### src/rtl/adder_word_seq.sv
// Multi-cycle word-serial add/subtract: one N-bit adder_n slice is reused once per
// word, low word first, with the slice carry-out looped back as the next carry-in.

module adder_n #(
    parameter int N = 8
) (
    input  logic [N-1:0] a,
    input  logic [N-1:0] b,
    input  logic         cin,
    output logic [N-1:0] sum,
    output logic         cout
);
    logic [N:0] full;

    assign full = {1'b0, a} + {1'b0, b} + {{N{1'b0}}, cin};
    assign sum  = full[N-1:0];
    assign cout = full[N];
endmodule

module adder_word_seq #(
    parameter int N     = 8,
    parameter int WORDS = 4
) (
    input  logic               clk,
    input  logic               rst_n,
    input  logic               start,
    input  logic               sub,
    input  logic [N*WORDS-1:0] A,
    input  logic [N*WORDS-1:0] B,
    output logic               ready,
    output logic               busy,
    output logic               done,
    output logic [N*WORDS-1:0] Sum,
    output logic               Cout,
    output logic               Ovf
);
    localparam int W     = N * WORDS;
    localparam int IDX_W = $clog2(WORDS);

    typedef enum logic [1:0] {IDLE, RUN, DONE} state_t;

    state_t             state;
    logic [IDX_W-1:0]   idx;
    logic               cin_reg;
    logic [W-1:0]       a_reg;
    logic [W-1:0]       b_reg;
    logic [N-1:0]       sl_a;
    logic [N-1:0]       sl_b;
    logic [N-1:0]       sl_sum;
    logic               sl_cout;
    logic               last;

    function automatic logic signed_ovf(input logic a_msb, input logic b_msb, input logic s_msb);
        return (a_msb == b_msb) && (s_msb != a_msb);
    endfunction

    assign sl_a = a_reg[idx*N +: N];
    assign sl_b = b_reg[idx*N +: N];
    assign last = (idx == IDX_W'(WORDS - 1));

    adder_n #(.N(N)) u_slice (
        .a    (sl_a),
        .b    (sl_b),
        .cin  (cin_reg),
        .sum  (sl_sum),
        .cout (sl_cout)
    );

    // b_reg already holds ~B for subtraction, so the sign test uses the inverted MSB
    always_ff @(posedge clk) begin
        if (!rst_n) begin
            state   <= IDLE;
            idx     <= '0;
            cin_reg <= 1'b0;
            Sum     <= '0;
            Cout    <= 1'b0;
            Ovf     <= 1'b0;
            done    <= 1'b0;
            ready   <= 1'b1;
            busy    <= 1'b0;
        end else begin
            case (state)
                IDLE, DONE: begin
                    done <= 1'b0;
                    if (start) begin
                        a_reg   <= A;
                        b_reg   <= sub ? ~B : B;
                        cin_reg <= sub;
                        idx     <= '0;
                        Sum     <= '0;
                        state   <= RUN;
                        ready   <= 1'b0;
                        busy    <= 1'b1;
                    end else begin
                        state <= IDLE;
                        ready <= 1'b1;
                        busy  <= 1'b0;
                    end
                end
                RUN: begin
                    Sum[idx*N +: N] <= sl_sum;
                    cin_reg         <= sl_cout;
                    if (last) begin
                        Cout  <= sl_cout;
                        Ovf   <= signed_ovf(a_reg[W-1], b_reg[W-1], sl_sum[N-1]);
                        state <= DONE;
                        done  <= 1'b1;
                        ready <= 1'b1;
                        busy  <= 1'b0;
                    end else begin
                        idx <= idx + 1'b1;
                    end
                end
                default: begin
                    state <= IDLE;
                    done  <= 1'b0;
                    ready <= 1'b1;
                    busy  <= 1'b0;
                end
            endcase
        end
    end
endmodule

### config.mk
export PLATFORM = sky130hd
export DESIGN_NAME = adder_word_seq
export DESIGN_NICKNAME = d
export VERILOG_FILES = /design/src/rtl/adder_word_seq.sv
export SDC_FILE = /design/constraint.sdc
export NUM_CORES = 1
export LEC_CHECK = 0
export CORE_MARGIN = 4
export CORE_UTILIZATION = 35
export CTS_CLUSTER_DIAMETER = 100
export CTS_CLUSTER_SIZE = 10
export DETAILED_ROUTE_END_ITERATION = 7
export PLACE_DENSITY = 0.56
export SYNTH_ARGS = -nofsm -noshare
export SYNTH_HDL_FRONTEND = slang
export SYNTH_HIERARCHICAL = 1
export SYNTH_SLANG_ARGS = --single-unit
### constraint.sdc
create_clock -name clk -period 7.6 [get_ports clk]
set_input_delay 1.14 -clock clk [delete_from_list [all_inputs] [get_ports clk]]
set_output_delay 1.14 -clock clk [all_outputs]
set_load 0.01 [all_outputs]
Yosys cells after proc, flatten, opt, wreduce, memory -nomap -nowiden

Cells that the tools add are included.

Register bits after elaboration: 106
Bits in latches: 0
Bits in writable memories: 0
Bits in read-only memories: 0
Input port bits: 68
Output and inout port bits: 37
Word-level logic and storage cells: 55
Memories kept: 0

Add/subtract/negate cells: 4
Multiply operators: 0
Div/mod/pow operators: 0
$lt $le $gt $ge: 0
Equal/unequal tests: 8
Shift operators: 4
Muxes and demuxes: 18
Bitwise gates (word level): 1
Reductions and logical operators: 9

Operators with widths:

| cell                                                                    | count |
|---|---|
| 32-bit two-way mux                                                      | 2 |
| 32-bit one-hot mux with 2 select lines                                  | 1 |
| 32-bit by 6-bit variable part select with 8-bit output                  | 2 |
| 5-bit negation with 34-bit output                                       | 1 |
| 8-bit by 34-bit variable shift with 32-bit output, first input constant | 1 |
| 8-bit by 34-bit variable part select with 32-bit output                 | 1 |
| 32-bit bitwise mux                                                      | 1 |
| 32-bit NOT                                                              | 1 |
| 8-bit by 8-bit adder with 9-bit output                                  | 1 |
| 9-bit by 1-bit adder with 9-bit output                                  | 1 |
| 2-bit one-hot mux with 2 select lines                                   | 2 |
| 1-bit two-way mux                                                       | 6 |
| 2-bit two-way mux                                                       | 3 |
| 2-bit inequality test, second input constant                            | 3 |
| 1-bit one-hot mux with 2 select lines                                   | 3 |
| 2-bit AND reduction                                                     | 3 |
| 3-bit AND reduction                                                     | 2 |
| 2-bit equality test, second input constant                              | 2 |
| 2-bit by 1-bit adder with 2-bit output, second input constant           | 1 |
| 2-bit by 1-bit equality test with 1-bit output, second input constant   | 1 |
| 2-bit zero test                                                         | 1 |
| 2-bit nonzero test                                                      | 1 |
| 2-bit OR reduction                                                      | 1 |
| 1-bit equality test                                                     | 1 |
| other kinds (2)                                                         | 2 |

Logic depth before layout (Yosys ltp)

Gate-level depths: netlist of the first run.

Depth in word-level cells: 6
Mapped depth: 10

Modules after synthesis

The synthesis of the first run kept the hierarchy.

Modules (own cells, without submodules):

| module         | times used | cells an instance | area an instance (sq um) | sequential area each (sq um) |
|---|---|---|---|---|
| adder_word_seq | 1          | 265               | 4277.9                   | 2742.6 |
| adder_n        | 1          | 42                | 331.6                    | 0.0 |

Least setup slack after synthesis of the first run

Ideal clock, no wire load.

Kind: input to register
Start point: input rst_n
End point: register a_reg[0], enable pin
Data arrival time: 4.130 ns
Data required time: 7.113 ns
Setup slack: 2.983 ns
Stages: 3
Path buffers: 1
Cells stage by stage: inv_2 -> clkbuf_1 -> nor2_1

Cells in the longest elaborated chain, start to end: 1

Ends and longest elaborated chain:

| what                                 | RTL line | RTL |
|---|---|---|
| from (decl)                          | 25       | `input logic rst_n,` |
| 3-bit AND reduction (no source line) | n/a      |  |
| to (signal assigned)                 | 86       | `a_reg <= A;` |
| to (decl)                            | 45       | `logic [W-1:0] a_reg;` |

No other way between the ends.
A chain may end at the register's enable or synchronous reset.

Worst setup path after layout of the first run

Start point: register idx[1]
End point: register Ovf

Cells in the longest elaborated chain, start to end: 5

Ends and longest elaborated chain:

| what                                                   | RTL line | RTL |
|---|---|---|
| from (decl)                                            | 43       | `logic [IDX_W-1:0] idx;` |
| from (signal assigned)                                 | 111      | `idx <= idx + 1'b1;` |
| 32-bit by 6-bit variable part select with 8-bit output | 57       | `assign sl_a = a_reg[idx*N +: N];` |
| via sl_a[4]                                            | 47       | `logic [N-1:0] sl_a;` |
| 8-bit by 8-bit adder with 9-bit output                 | 15       | `assign full = {1'b0, a} + {1'b0, b} + {{N{1'b0}}, cin};` |
| 9-bit by 1-bit adder with 9-bit output                 | 15       |  |
| via sl_sum[7]                                          | 49       | `logic [N-1:0] sl_sum;` |
| 1-bit inequality test                                  | 54       | `return (a_msb == b_msb) && (s_msb != a_msb);` |
| 1-bit logical AND                                      | 54       |  |
| to (signal assigned)                                   | 105      | `Ovf <= signed_ovf(a_reg[W-1], b_reg[W-1], sl_sum[N-1]);` |
| to (decl)                                              | 35       | `output logic Ovf` |

The timed path passes the listed nets, and every way through them passes these cells.

==> flow_summary.yaml, run 1 <==
setup_path:
  rr_endpoint: "Ovf"
  cp_max_fo: 20
  required_ns: 7.87
  arrival_ns: 3.65
  endpoint_kind: "flop"
  r2r-start: "idx[1]"
  r2r_cells: 8
  path_class: "flop to flop"
  critPathLaunchType: "flop"
  reg2reg_setup_slack_ns: 4.21
timing:
  finalMaxSlewViolations: 0
  fmax_mhz: 295
  layout_setup_ws_ns: 4.21
  rsz0062_at_grt: "no"
  fin_setup_tns_ns: 0
  hold_viol_final: 0
  setup_viol: 0
  tightest_slew_ns: 0.969
  period_minus_slack_ns: 3.39
  slew_headroom: 0.352
  skew_ns: 0.0105
  period_share: 0.446
power:
  vdd_drop_max_v: 0.000143
  p_clk_frac: 0.336
  p_int_w: 0.000955
  p_sw_w: 0.000324
  swShare: 0.253
  combPwrFrac: 0.163
  seqPwrFrac: 0.500
  power_leakage_nw: 2.16
  powerDensity_nw_per_um2: 211
synthesis:
  async_flop_share: 0
  synth_top_cell_by_area: "edfxtp_1"
  syn_area_um2: 4610
  synth_top_cell_area_share: 0.417
  synth-edff-count: 64
  ys_ff_latch: 105
  synth_nets: 390
  synthTopCellsByArea: "edfxtp_1 42%, dfxtp_1 18%, mux4_1 6.8%"
  ys_warn_count: 6
  syn_inst: 307
  ys.flop_type: "edfxtp_1"
  ys_seq_area_frac: 0.595
  postSynthAreaPerCell_um2: 15.0
  ys_types: 43
cts:
  cts.repair.resized: 0
  clock_sinks: 105
  cts.htree.levels: 3
  root_buffer: "clkbuf_16"
  clk_path_buf_depth: 2
  postCtsHoldBufs: 0
  cts_setup_buffers: 0
  cts_buffers: 9
  cts_tree: "yes"
  clkTransAtPathRegs_ns: 0.07
  clock_latency_ns: 0.34
min_path:
  hp-class: "flop to flop"
  min_path_cells: 2
  min-delay-start: "Sum[1]"
  hold_path_end: "Sum[1]"
floorplan:
  die_x_um: 123
  die_y_um: 123
  core_um2: 12800
  dieArea_um2: 15100
  ios: 105
  initial_core_util: 0.361
  num_rows: 41
global_route:
  globalRoute.totalOverflow: 0
  grt_max_degree: 65
  grt_usage: 0.129
  grt_pass1_wl_mm: 14.8
  grt_pass1_vias: 2908
  grt_antenna_before_repair: 0
final_layout:
  antennaDiodeCount: 0
  fill_cells: 1162
  layout_common_cells: "103 x clkdlybuf4s50_1, 64 x edfxtp_1, 41 x dfxtp_1"
  area_delta_synth_final_pct: 31.8
  nets: 493
  drive_above_1_share: 0.0819
  utilization: 0.475
  final_common_cell: "clkdlybuf4s50_1"
  fin_area_um2: 6070
detailed_routing:
  num_vias: 2839
  drt-initial-drc-count: 111
  via_per_inst: 4.84
  drtPass1Iterations: 4
  ant_nets: 0
  wirelength_mm: 9.59
  drc: 0
  wl_per_cell_um: 16.3
placement:
  post_dp_cell_area_um2: 5790
  port_buffers: 104
  place_ws_ns: 4.18
  gp_congestion: 0.762
  dpl.hpwl_mm: 7.34
run_status:
  status: "finished, final reports clean"
flow_run:
  maxCapViolCount: 0
## through the flow
stage	hold WS (ns)	instances	total power (W)
floorplan	0.461	307	0.000778
global placement	0.460	571	0.000861
detailed placement	0.462	571	0.000866
CTS	0.473	587	0.00130
global route	0.497	587	0.00134
finish	0.472	587	0.00128
## power by group through the flow
stage,combinational [W],clock [W],sequential [W]
after floorplan,0.000125,0,0.000653
after global placement,0.000208,0,0.000653
after detailed placement,0.000212,0,0.000654
after CTS,0.000212,0.000443,0.000640
after global routing,0.000228,0.000471,0.000642
final,0.000209,0.000430,0.000640
## worst max-delay path: stages (launching register included)
cell       delay (ns)
dfxtp_1          0.88
mux4_1           0.41
ha_1             0.39
a21o_1           0.22
a2111oi_0        0.45
mux2i_1          0.13
nand2_1          0.21
or3b_2           0.47
a31oi_1          0.16
## kinds of logic after synthesis
logic type / Yosys count / synth area share
flip-flops: 105 / 0.595
AO/OA/AOI/OAI: 55 / 0.0950
multiplexers: 18 / 0.0923
adder cells (fa/ha/maj): 15 / 0.0440
buffers and inverters: 20 / 0.0244
XOR/XNOR: 36 / 0.0684
AND/OR/NAND/NOR: 58 / 0.0809
## worst max path at each step
| stage | startpoint | endpoint | slack [ns] | cells after the start |
|---|---|---|---|---|
| CTS | idx[1] | Ovf | 4.18 | 8 |
| global placement | idx[1] | Ovf | 4.30 | 8 |
| detailed placement | idx[1] | Ovf | 4.18 | 8 |
| global route | idx[1] | Ovf | 3.96 | 8 |
| finish | idx[1] | Ovf | 4.21 | 8 |
| floorplan | rst_n | a_reg[0] | 2.98 | 3 |
## Yosys cell counts (2+ instances only)
master     n
nand3b_1   2
mux4_2     4
xnor2_1    2
inv_1      3
nor4b_4    2
mux2i_1    2
a21oi_1   15
mux4_1    12
and3b_1    2
nor2b_1    3
clkbuf_1   3
ha_1      13
a311o_1    2
nand2_1    7
fa_1       2
buf_2      6
o21ai_0    4
xor2_1    34
nand3_1   18
nor2_1     8
dfxtp_1   41
inv_2      3
buf_6      4
a22o_1    24
or3_1      2
and3_1     2
nor3_1     4
a31oi_1    2
edfxtp_1  64
a21o_1     2
a211oi_4   3
## layer usage
metal  routed length, um  vias to the layer above  part of all wire  track usage
met5                   0                        -                 0            0
met4                  80                        0            0.0083       0.0336
met3                 552                        7             0.058       0.0355
met2                4740                       86              0.49        0.216
met1                4220                     1362              0.44        0.166
li1                    -                     1384                 -            -
## layout make-up
type                            count  area [um^2]  area share
Sequential cell                   105         2740       0.452
Clock buffer                       10          229      0.0377
Multi-Input combinational cell    182         1760       0.290
Tap cell                          172          215      0.0354
Inverter                            6         22.5     0.00371
Timing Repair Buffer              106         1050       0.173
Clock inverter                      6         51.3     0.00845
(Power assumes the default switching activity.)
==> run 2, diff against run 1 <==
--- a/config.mk
+++ b/config.mk
@@ -10,7 +10,7 @@
 export CTS_CLUSTER_DIAMETER = 100
 export CTS_CLUSTER_SIZE = 10
 export DETAILED_ROUTE_END_ITERATION = 7
-export PLACE_DENSITY = 0.56
+export PLACE_DENSITY = 0.58
 export SYNTH_ARGS = -nofsm -noshare
 export SYNTH_HDL_FRONTEND = slang
 export SYNTH_HIERARCHICAL = 1
==> constraint.sdc (replaced) <==
create_clock -name clk -period 3.07 [get_ports clk]
set_input_delay 0.4605 -clock clk [delete_from_list [all_inputs] [get_ports clk]]
set_output_delay 0.4605 -clock clk [all_outputs]
set_load 0.01 [all_outputs]
==> run 2 against run 1 <==
Clock skew barely moved. Die area stayed put. Flip-flop and latch count unchanged. Design area is 1.8% higher. First-iteration DRC count is 41% higher. Worst setup slack got worse by 4.1 ns. Count of clock-buffer cells in the layout fell by 1. Via count rose by 0.56%. Register-to-register slack worse by 4.1 ns. Critical endpoint unchanged. Largest cell class unchanged. Highest routed layer unchanged.
==> flow_summary.yaml, run 2 (synthesis gave the netlist of run 1 again) <==
detailed_routing:
  drtPass1Iterations: 4
  ant_nets: 0
  drc: 0
  num_vias: 2855
  drt-initial-drc-count: 156
  wl_per_cell_um: 16.5
  via_per_inst: 4.81
  wirelength_mm: 9.78
floorplan:
  initial_core_util: 0.361
  die_x_um: 123
  num_rows: 41
  ios: 105
  dieArea_um2: 15100
  core_um2: 12800
  die_y_um: 123
final_layout:
  multi_input_area_um2: 1800
  seq_area_um2: 2740
  final_common_cell: "clkdlybuf4s50_1"
  fill_cells: 1133
  drive_above_1_share: 0.109
  layout_common_cells: "103 x clkdlybuf4s50_1, 64 x edfxtp_1, 41 x dfxtp_1"
  area_delta_synth_final_pct: 34.1
  antennaDiodeCount: 0
  nets: 500
cts:
  cts_buffers: 9
  postCtsHoldBufs: 0
  clkTransAtPathRegs_ns: 0.07
  clock_latency_ns: 0.34
  clk_path_buf_depth: 2
  cts.repair.resized: 0
  cts.htree.levels: 3
  clock_sinks: 105
  root_buffer: "clkbuf_16"
  cts_tree: "yes"
  cts_setup_buffers: 0
power:
  swShare: 0.254
  vdd_drop_max_v: 0.000270
  p_sw_w: 0.000814
  totalPowerFinal_w: 0.00321
  p_int_w: 0.00239
  combPwrFrac: 0.177
  p_clk_frac: 0.330
  power_leakage_nw: 2.20
  seqPwrFrac: 0.493
  powerDensity_nw_per_um2: 519
placement:
  gp_congestion: 0.779
  dpl.hpwl_mm: 7.45
  port_buffers: 104
global_route:
  grt_pass1_vias: 3000
  grt_antenna_before_repair: 0
  globalRoute.totalOverflow: 0
  grt_usage: 0.136
  grt_max_degree: 65
  grt_pass1_wl_mm: 15.7
run_status:
  status: "finished, final reports clean"
setup_path:
  r2r_cells: 9
  slowest_delay_ns: 0.53
  reg2reg_setup_slack_ns: 0.16
  cp_max_fo: 14
  crit_slowest_cell: "mux4_2"
  endpoint_kind: "flop"
  arrival_ns: 3.17
  crit_chain: "buf_12 > buf_4 > mux4_2 > ha_1 > a2111oi_1 > mux2i_1 > nand2_1 > or3b_2 > a31oi_1"
  startpoint: "idx[0]"
  path_class: "flop to flop"
  rr_endpoint: "Ovf"
  required_ns: 3.33
  critPathLaunchType: "flop"
  r2r-start: "idx[0]"
  cp-endpoint: "Ovf"
flow_run:
  maxCapViolCount: 0
timing:
  slew_headroom: 0.429
  fmax_mhz: 344
  finalMaxSlewViolations: 0
  skew_ns: 0.0102
  tightest_slew_ns: 0.856
  period_share: 0.948
  setup_viol: 0
  hold_viol_final: 0
  rsz0062_at_grt: "no"
  period_minus_slack_ns: 2.91
  fin_setup_tns_ns: 0
min_path:
  min_path_cells: 2
  hp-class: "flop to flop"
==> run 2: layout make-up <==
cell class	instances	area share
Clock buffer	9	0.0364
Inverter	6	0.00364
Multi-Input combinational cell	182	0.290
Clock inverter	7	0.00850
Tap cell	172	0.0348
Timing Repair Buffer	113	0.183
Sequential cell	105	0.444
==> run 2: worst max-delay path, delay by kind of cell, from the launching register on <==
family                   cells  cell delay, ns
adder cells (fa/ha/maj)      1            0.38
AO/OA/AOI/OAI                2            0.52
flip-flops                   1            0.35
AND/OR/NAND/NOR              2            0.53
multiplexers                 2            0.66
buffers and inverters        2            0.38
==> run 2: how the worst min path moves through the flow <==
| stage | slack [ns] | from | to |
|---|---|---|---|
| after floorplan | 0.46 | cin_reg | cin_reg |
| after global placement | 0.46 | Sum[0] | Sum[0] |
| after detailed placement | 0.46 | Sum[2] | Sum[2] |
| after CTS | 0.47 | Sum[2] | Sum[2] |
| after global routing | 0.50 | Sum[2] | Sum[2] |
| final | 0.46 | Sum[2] | Sum[2] |
==> run 2: power by group through the flow <==
stage | registers [W] | logic [W] | clock network, W
floorplan | 0.00161 | 0.000315 | 0
global placement | 0.00161 | 0.000554 | 0
detailed placement | 0.00162 | 0.000560 | 0
CTS | 0.00158 | 0.000562 | 0.00109
global route | 0.00159 | 0.000618 | 0.00115
finish | 0.00158 | 0.000567 | 0.00106
==> run 2: routing by layer <==
layer | global-route usage | share of wire
met1 | 0.177 | 0.44
met2 | 0.223 | 0.49
met4 | 0.0413 | 0.011
met3 | 0.0369 | 0.056
met5 | 0 | 0
==> run 2: per-stage QoR <==
stage | setup slack (ns) | area, um^2 | instances | hold WS, ns | util
2_1_floorplan | 0.0254 | 4620 | 307 | 0.461 | -
3_3_place_gp | 0.103 | 5880 | 578 | 0.462 | 0.461
3_5_place_dp | 0.0319 | 5880 | 578 | 0.459 | 0.461
4_1_cts | 0.0294 | 6160 | 594 | 0.468 | 0.482
5_1_grt | 0.0155 | 6180 | 594 | 0.496 | 0.484
6_report | 0.159 | 6180 | 594 | 0.465 | 0.484
==> run 3, diff against run 2 <==
--- a/config.mk
+++ b/config.mk
@@ -11,6 +11,7 @@
 export CTS_CLUSTER_SIZE = 10
 export DETAILED_ROUTE_END_ITERATION = 7
 export PLACE_DENSITY = 0.58
+export RECOVER_POWER = 25
 export SYNTH_ARGS = -nofsm -noshare
 export SYNTH_HDL_FRONTEND = slang
 export SYNTH_HIERARCHICAL = 1
==> run 3 against run 2 <==
The run now ends with capacitance limit, slew limit left. Clock power is essentially flat. Non-clock buffer count is the same. Critical path depth is the same.
==> flow_summary.yaml, run 3 (synthesis gave the netlist of run 1 again) <==
final_layout:
  drive_above_1_share: 0.107
  antennaDiodeCount: 0
  layout_common_cells: "71 x clkdlybuf4s50_1, 64 x edfxtp_1, 41 x dfxtp_1"
  fin_area_um2: 6180
  final_common_cell: "clkdlybuf4s50_1"
  area_delta_synth_final_pct: 34.1
  fill_cells: 1134
  nets: 500
  utilization: 0.484
flow_run:
  maxCapViolCount: 1
placement:
  dpl.hpwl_mm: 7.45
  gp_congestion: 0.779
  port_buffers: 104
  post_dp_cell_area_um2: 5880
power:
  totalPowerFinal_w: 0.00320
  powerDensity_nw_per_um2: 518
  vdd_drop_max_v: 0.000270
  power_leakage_nw: 2.21
timing:
  rsz0062_at_grt: "no"
  hold_viol_final: 0
  setup_viol: 0
  skew_ns: 0.0102
  fmax_mhz: 344
  fin_setup_tns_ns: 0
  period_minus_slack_ns: 2.91
  period_share: 0.948
  slew_headroom: -0.365
  finalMaxSlewViolations: 34
  timing.hold.ws_ns: 0.465
  tightest_slew_ns: 2.05
setup_path:
  r2r-start: "idx[0]"
  arrival_ns: 3.17
  rr_endpoint: "Ovf"
  endpoint_kind: "flop"
  startpoint: "idx[0]"
  reg2reg_setup_slack_ns: 0.16
  critPathLaunchType: "flop"
  required_ns: 3.33
  cp_max_fo: 14
  r2r_cells: 9
  path_class: "flop to flop"
global_route:
  grt_pass1_wl_mm: 15.7
  grt_antenna_before_repair: 0
  grt_pass1_vias: 3000
  grt_usage: 0.136
  globalRoute.totalOverflow: 0
  grt_max_degree: 65
floorplan:
  initial_core_util: 0.361
  num_rows: 41
  dieArea_um2: 15100
  die_x_um: 123
  die_y_um: 123
  core_um2: 12800
  ios: 105
cts:
  root_buffer: "clkbuf_16"
  clock_latency_ns: 0.34
  cts_buffers: 9
  cts_setup_buffers: 0
  clkTransAtPathRegs_ns: 0.07
  cts_tree: "yes"
  clk_path_buf_depth: 2
  cts.htree.levels: 3
  clock_sinks: 105
min_path:
  min-delay-start: "Sum[2]"
  hp-class: "flop to flop"
  min_path_cells: 2
  hold_path_end: "Sum[2]"
detailed_routing:
  via_per_inst: 4.80
  drtPass1Iterations: 4
  wirelength_mm: 9.77
  drc: 0
  wl_per_cell_um: 16.5
  num_vias: 2854
  drt-initial-drc-count: 163
  ant_nets: 0
run_status:
  status: "finished, violations left"
  violations: "capacitance limit, slew limit"
## run 3: changes by cell type in the layout (fill, tap and decap cells not counted)
cell,previous run,this run
clkbuf_1,0,1
dlygate4sd3_1,0,32
clkdlybuf4s50_1,103,71
buf_2,1,0
## run 3: critical path, stage by stage (launching register included)
cell       delay [ns]
dfxtp_1          0.35
buf_12           0.16
buf_4            0.22
mux4_2           0.53
ha_1             0.38
a2111oi_1        0.36
mux2i_1          0.13
nand2_1          0.09
or3b_2           0.44
a31oi_1          0.16
## run 3: stage by stage
stage | setup slack (ns) | cells
global route | 0.0155 | 594
detailed placement | 0.0319 | 578
global placement | 0.103 | 578
floorplan | 0.0254 | 307
CTS | 0.0294 | 594
finish | 0.159 | 594
## run 3: layout make-up
class | count | area, um^2 | share of cell area
Clock inverter | 7 | 52.6 | 0.00850
Timing Repair Buffer | 113 | 1130 | 0.182
Inverter | 6 | 22.5 | 0.00364
Clock buffer | 9 | 225 | 0.0364
Tap cell | 172 | 215 | 0.0348
Sequential cell | 105 | 2740 | 0.444
Multi-Input combinational cell | 182 | 1800 | 0.290
## run 3: worst max-delay path by stage
| stage | endpoint | depth (start not counted) |
|---|---|---|
| floorplan | Ovf | 10 |
| CTS | Sum[6] | 10 |
| finish | Ovf | 9 |
| global placement | Sum[6] | 10 |
| global route | Sum[5] | 10 |
| detailed placement | Sum[6] | 10 |
## run 3: where the power goes
| group | switching, W | internal [W] |
|---|---|---|
| combinational | 0.000290 | 0.000268 |
| sequential | 0.0000202 | 0.00156 |
| clock | 0.000504 | 0.000555 |
## run 3: timing repair
item,in CTS,in global routing
hold buffers,0,0
hold endpoints to repair,0,0
gates resized for setup,0,6
endpoints found under the setup margin,0,6
## run 3: metal layers
metal  track usage  up-vias  part of all wire
met5             0        -                 0
met4        0.0413        0             0.011
met3        0.0369        9             0.052
met2         0.223       82              0.49
met1         0.177     1363              0.45
li1              -     1400                 -
